===== src/rtl/imm_encoder.sv =====
// Immediate encoder: scatters a signed immediate into the RISC-V I/S/B/U/J
// field positions of a base instruction word, behind a two-stage pipeline.
module imm_encoder #(
   parameter int K     = 3,
   parameter int CNT_W = 8
) (
   input  logic             clk,
   input  logic             reset,
   input  logic             in_valid,
   output logic             in_ready,
   input  logic [31:0]      in_imm,
   input  logic [K-1:0]     in_imm_sel,
   input  logic [31:0]      in_base,
   output logic             out_valid,
   input  logic             out_ready,
   output logic [31:0]      out_instr,
   output logic             out_err,
   output logic [CNT_W-1:0] err_count
);

   localparam logic [K-1:0] SEL_I = K'(0);
   localparam logic [K-1:0] SEL_S = K'(1);
   localparam logic [K-1:0] SEL_B = K'(2);
   localparam logic [K-1:0] SEL_U = K'(3);
   localparam logic [K-1:0] SEL_J = K'(4);

   logic        run;
   logic        a_valid;
   logic [31:0] a_instr;
   logic        a_err;
   logic        b_valid;
   logic [31:0] b_instr;
   logic        b_err;
   logic        b_free;
   logic        a_free;
   logic        in_xfer;
   logic        out_xfer;
   logic [31:0] enc_instr;
   logic        enc_err;
   logic        sext_11;
   logic        sext_12;
   logic        sext_20;

   // Sign-extension checks: all bits from the top down to the field's MSB agree.
   assign sext_11 = (&in_imm[31:11]) | ~(|in_imm[31:11]);
   assign sext_12 = (&in_imm[31:12]) | ~(|in_imm[31:12]);
   assign sext_20 = (&in_imm[31:20]) | ~(|in_imm[31:20]);

   always_comb begin
      enc_instr = in_base;
      enc_err   = 1'b0;
      case (in_imm_sel)
         SEL_I: begin
            enc_instr[31:20] = in_imm[11:0];
            enc_err          = ~sext_11;
         end
         SEL_S: begin
            enc_instr[31:25] = in_imm[11:5];
            enc_instr[11:7]  = in_imm[4:0];
            enc_err          = ~sext_11;
         end
         SEL_B: begin
            enc_instr[31]    = in_imm[12];
            enc_instr[7]     = in_imm[11];
            enc_instr[30:25] = in_imm[10:5];
            enc_instr[11:8]  = in_imm[4:1];
            enc_err          = ~sext_12 | in_imm[0];
         end
         SEL_U: begin
            enc_instr[31:12] = in_imm[31:12];
            enc_err          = |in_imm[11:0];
         end
         SEL_J: begin
            enc_instr[31]    = in_imm[20];
            enc_instr[30:21] = in_imm[10:1];
            enc_instr[20]    = in_imm[11];
            enc_instr[19:12] = in_imm[19:12];
            enc_err          = ~sext_20 | in_imm[0];
         end
         default: enc_err = 1'b1;
      endcase
   end

   // run holds in_ready low until the first edge after reset release.
   assign b_free    = ~b_valid | out_ready;
   assign a_free    = ~a_valid | b_free;
   assign in_ready  = run & a_free;
   assign in_xfer   = in_valid & in_ready;
   assign out_xfer  = b_valid & out_ready;
   assign out_valid = b_valid;
   assign out_instr = b_instr;
   assign out_err   = b_err;

   always_ff @(posedge clk or posedge reset) begin
      if (reset) begin
         run       <= 1'b0;
         a_valid   <= 1'b0;
         a_instr   <= '0;
         a_err     <= 1'b0;
         b_valid   <= 1'b0;
         b_instr   <= '0;
         b_err     <= 1'b0;
         err_count <= '0;
      end else begin
         run <= 1'b1;
         if (in_xfer) begin
            a_valid <= 1'b1;
            a_instr <= enc_instr;
            a_err   <= enc_err;
         end else if (b_free) begin
            a_valid <= 1'b0;
         end
         if (b_free) begin
            b_valid <= a_valid;
            if (a_valid) begin
               b_instr <= a_instr;
               b_err   <= a_err;
            end
         end
         if (out_xfer && b_err && (err_count != {CNT_W{1'b1}}))
            err_count <= err_count + 1'b1;
      end
   end

endmodule


===== config.mk =====
export PLATFORM = sky130hd
export DESIGN_NAME = imm_encoder
export DESIGN_NICKNAME = d
export VERILOG_FILES = /design/src/rtl/imm_encoder.sv
export SDC_FILE = /design/constraint.sdc
export NUM_CORES = 1
export LEC_CHECK = 0
export BUFFER_PORTS_ARGS = -buffer_cell sky130_fd_sc_hd__buf_2
export CORE_ASPECT_RATIO = 1.75
export CORE_MARGIN = 2
export CORE_UTILIZATION = 40
export CTS_CLUSTER_DIAMETER = 60
export CTS_CLUSTER_SIZE = 20
export DETAILED_ROUTE_END_ITERATION = 8
export HOLD_SLACK_MARGIN = 0.1
export PLACE_DENSITY = 0.65
export SLEW_MARGIN = 10
export SYNTH_ARGS = -nofsm -noshare
export SYNTH_HDL_FRONTEND = slang
export SYNTH_SLANG_ARGS = --single-unit
export TNS_END_PERCENT = 30

===== constraint.sdc =====
create_clock -name clk -period 2.7 [get_ports clk]
set_clock_uncertainty 0.2 [all_clocks]
set_input_delay 0.405 -clock clk [delete_from_list [all_inputs] [get_ports clk]]
set_output_delay 0.405 -clock clk [all_outputs]
set_load 0.01 [all_outputs]

Word-level counts from Yosys, hierarchy flattened
Index checks and enable logic that the tools add are counted.

storage, ports and cells
  input port bits = 71
  register bits = 77
  output and inout port bits = 43
  word-level logic and storage cells = 53

cells by class
  equality and inequality tests = 5
  reduce and logical (&&, ||, !) cells = 14
  bitwise gates (word level) = 18
  add/subtract/negate cells = 1
  multiplexer cells = 7

operator list
  kind                 number
  $pmux 7 s4           1
  $reduce_or 12->1     2
  $reduce_and 21->1    1
  $reduce_or 21->1     1
  $reduce_and 20->1    1
  $reduce_or 20->1     1
  $pmux 5 s3           1
  $reduce_and 12->1    1
  $pmux 5 s2           1
  $add 8x1->8 const B  1
  $mux 8               1
  $ne 8x8->1 const B   1
  $not 1->1            8
  $or 1x1->1           7
  $eq 3x2->1 const B   2
  $pmux 1 s4           1
  $reduce_or 2->1      2
  $and 1x1->1          3
  $eq 3x1->1 const B   1
  $eq 3x3->1 const B   1
  $logic_not 3->1      1
  $logic_and 1x1->1    2
  $mux 1               2
  $reduce_and 2->1     1
  $reduce_bool 2->1    1

Depth between registers and ports, before layout
  depth in word-level cells = 6
  mapped depth = 7
  mapped depth without buffers = 5

Worst setup path before layout
Ideal clock, no wire load.

  path type = input-to-reg
  start point = in in_imm_sel[0]
  end point = reg a_instr[18]
  arrival time = 1.362 ns
  stages = 7
  path slack = 1.007 ns
  path buffers = 2
  required time = 2.370 ns
  path through = buf_2 -> and2_4 -> nand2b_4 -> a21boi_2 -> buf_6 -> mux2i_1 -> o21ai_1

on the way
  longest elaborated chain between the ends = 3
  elaborated cells between the ends (all ways) = 4

ends and longest elaborated chain
  item                                             RTL line  RTL
  start: declaration                               12        input logic [K-1:0] in_imm_sel,
  $eq 3x3->1 / $eq 3x2->1 (equally long branches)  52        case (in_imm_sel)
  $reduce_or 2->1 (no line) *                      -
  $mux 8 *                                         52
  end signal: assignment                           108       a_instr <= enc_instr;
  end: declaration                                 29        logic [31:0] a_instr;

Every way passes the cells marked *; elsewhere a longest branch is shown, timed or not.
A chain may end at the register's enable or synchronous reset.

Worst setup path in the final report
  start point = reg b_valid, in the netlist out_valid
  end point = reg a_instr[31]

on the way
  longest elaborated chain between the ends = 5

ends and longest elaborated chain
  item                      RTL line  RTL
  start: declaration        31        logic b_valid;
  start signal: assignment  114       b_valid <= a_valid;
  $not 1->1                 85        assign b_free = ~b_valid | out_ready;
  $or 1x1->1                85
  $or 1x1->1                86        assign a_free = ~a_valid | b_free;
  $and 1x1->1               87        assign in_ready = run & a_free;
  $and 1x1->1               88        assign in_xfer = in_valid & in_ready;

No other way between the ends.

==> results.yml <==
run_status:
  outcome: "completed"
clocking:
  cts.sinks: 77
  cts-root-buf: "clkbuf_16"
  tritoncts: "built"
  cts_setup_buffers: 0
  path_clk_slew_ns: 0.05
  htreeDepth: 3
  clk_path_buf_depth: 2
  ctsHoldBuffers: 8
  cts_resized: 0
  insertion_delay_ns: 0.32
  cts_inserted_buffers: 9
timing:
  setup_ws_ns: 0.829
  relSlewSlack_pct: 57.9
  fin_setup_tns_ns: 0
  rsz0062_at_grt: "false"
  hold_viol_final: 0
  holdWs_ns: 0.154
  finalCriticalPeriod_ns: 1.87
  slew_viol_final: 0
  min_period_over_period_pct: 69.3
  worstMarginPinSlew_ns: 0.628
  fmax_ghz: 0.535
  setup_viol: 0
synthesis:
  synthesis.instances: 327
  yosysWarnings: 0
  synth_cell_types: 40
  syn_area_um2: 3580
  avgSynthCellArea_um2: 11.0
  yosysSeqAreaShare_pct: 53.8
  ys_ff_latch: 77
  syn_nets: 399
power:
  total_power_mw: 3.61
  irDropWorstVdd_uv: 305
  powerDensity_nw_per_um2: 782
  p_leak_nw: 2.26
floorplan:
  die_h_um: 129
  ios: 114
  rows: 45
  initial_core_util_pct: 41.3
  core_um2: 8670
  dieArea_um2: 9760
  fp.dieW_um: 75.5
worst_hold_path:
  min_from: "in_base[17]"
  holdPathStages: 3
  holdPathEnd: "a_instr[17]$_DFFE_PP0P_"
  min_path_type: "input pin to flop"
global_routing:
  grt_max_degree: 54
  grt_pass1_vias: 2867
  met2_usage_pct: 33.9
  grt-busiest-layer: "met2"
  grt_usage_pct: 19.1
  grt_overflow: 0
  use_met1_pct: 22.7
  antenna_found_initial: 0
  grt_pass1_wl_mm: 14.0
  met3_usage_pct: 3.03
detailed_routing:
  initialDrtViolationCount: 132
  wirelength_mm: 8.74
  dr_total_vias: 2862
  drtAntennaViolNets: 0
  drt_pass1_iterations: 4
  wire_per_inst_um: 15.4
  post-route-drc-count: 0
  viasPerCell: 5.04
layout:
  antennaDiodeCount: 0
  fin_cells: 568
  area_growth_syn_to_layout_pct: 29.0
  layout_commonest_cell: "buf_2"
  fin_nets: 519
  design_area_um2: 4620
  fin_util_pct: 53.3
  mostFrequentLayoutCells: "buf_2, dfrtp_1, nand2_1, mux2_2"
  drive_gt1_share_pct: 39.7
critical_path:
  r2r_setup_slack_ns: 0.83
  cp_slowest_cell: "nand3_2"
  critical_path.startpoint_type: "flop"
  cp.arrival_ns: 1.87
  r2r_cells: 5
  worstPathMaxFanout: 29
  reg2reg_to: "a_instr[31]$_DFFE_PP0P_"
  crit_chain: "nand3b_1 -> nand3_2 -> buf_4 -> nand2_1 -> o21ai_0"
  cp.required_ns: 2.70
  worst-setup-path-type: "flop to flop"
  slowest_delay_ns: 0.44
  rr_startpoint: "out_valid$_DFFE_PP0N_"
  end_kind: "flop"
place:
  gp_congestion: 0.862
  hpwl_mm: 6.68
  io_buffers: 113
  place_inst: 545
  dp_slack_ns: 0.536
  place_area_um2: 4260
run:
  maxCapViolations: 0
-- report_power, final --
part	total [mW]	leakage, nW	switching (mW)	internal, mW
combinational	0.878	1.17	0.438	0.440
clock	1.14	0.137	0.447	0.691
sequential	1.60	0.951	0.163	1.44
total	3.61	2.26	1.05	2.57
-- state kept, by name, summed over array words and instances, names as in the netlist --
register and flops:
a_valid 1, out_err 1, out_valid 1, out_instr 32, a_err 1, err_count 8, run 1, a_instr 32
-- cells in the mapped netlist (all sizes together) --
cell type	instances	share of area, %
nor3b	2	0.42
buf	13	2.2
xor2	2	0.49
nand3	7	0.98
o2111ai	1	0.24
and3	3	0.52
mux2i	17	4.8
o211ai	2	0.42
nand2	55	5.8
nand4	7	1.2
conb	1	0.10
dfrtp	77	54
o21ai	23	3.2
ha	1	0.35
xnor2	7	1.7
a21oi	9	1.3
inv	1	0.10
o31ai	6	1.3
a21boi	1	0.31
a221oi	1	0.24
nor4	8	1.4
clkbuf	4	0.42
nor3	2	0.59
and2	4	0.80
o22ai	7	1.2
o2111a	1	0.31
nand2b	5	1.1
mux2	38	12
a31oi	2	0.35
nand3b	2	0.42
nor2	18	2.0
-- worst max-delay path by stage --
stage | startpoint | to
finish | out_valid$_DFFE_PP0N_ | a_instr[31]$_DFFE_PP0P_
global route | out_valid$_DFFE_PP0N_ | a_err$_DFFE_PP0P_
CTS | out_valid$_DFFE_PP0N_ | a_instr[31]$_DFFE_PP0P_
detailed placement | in_imm_sel[1] | a_instr[13]$_DFFE_PP0P_
global placement | in_imm_sel[0] | a_instr[17]$_DFFE_PP0P_
floorplan | reset | a_err$_DFFE_PP0P_
-- logic make-up after synthesis --
family          Yosys count  share of synthesized area, %
simple gates            113                          15.2
fa+ha+maj                 1                         0.349
compound gates           53                          8.84
xor+xnor                  9                          2.20
mux                      55                          16.8
other cells               1                         0.105
buf+inv                  18                          2.76
flops                    77                          53.8
-- layout make-up --
cell class | instances | area (um^2)
sequential | 77 | 1930
clock buffer | 12 | 267
tap | 117 | 146
inverter | 1 | 5.00
timing repair buffer | 126 | 696
fill | 824 | 4050
multi-input combinational | 232 | 1560
clock inverter | 3 | 20.0
-- per-layer routing --
| layer | share of wire, % | vias up |
|---|---|---|
| li1 | - | 1400 |
| met1 | 39 | 1359 |
| met2 | 55 | 89 |
| met3 | 4.1 | 14 |
| met4 | 1.8 | 0 |
| met5 | 0 | - |
-- critical path, delay by kind of cell, from the launching register on --
family / cells / cell delay (ns)
buf+inv: 1 / 0.39
flops: 1 / 0.40
simple gates: 3 / 0.68
compound gates: 1 / 0.07
(Power assumes the default switching activity.)
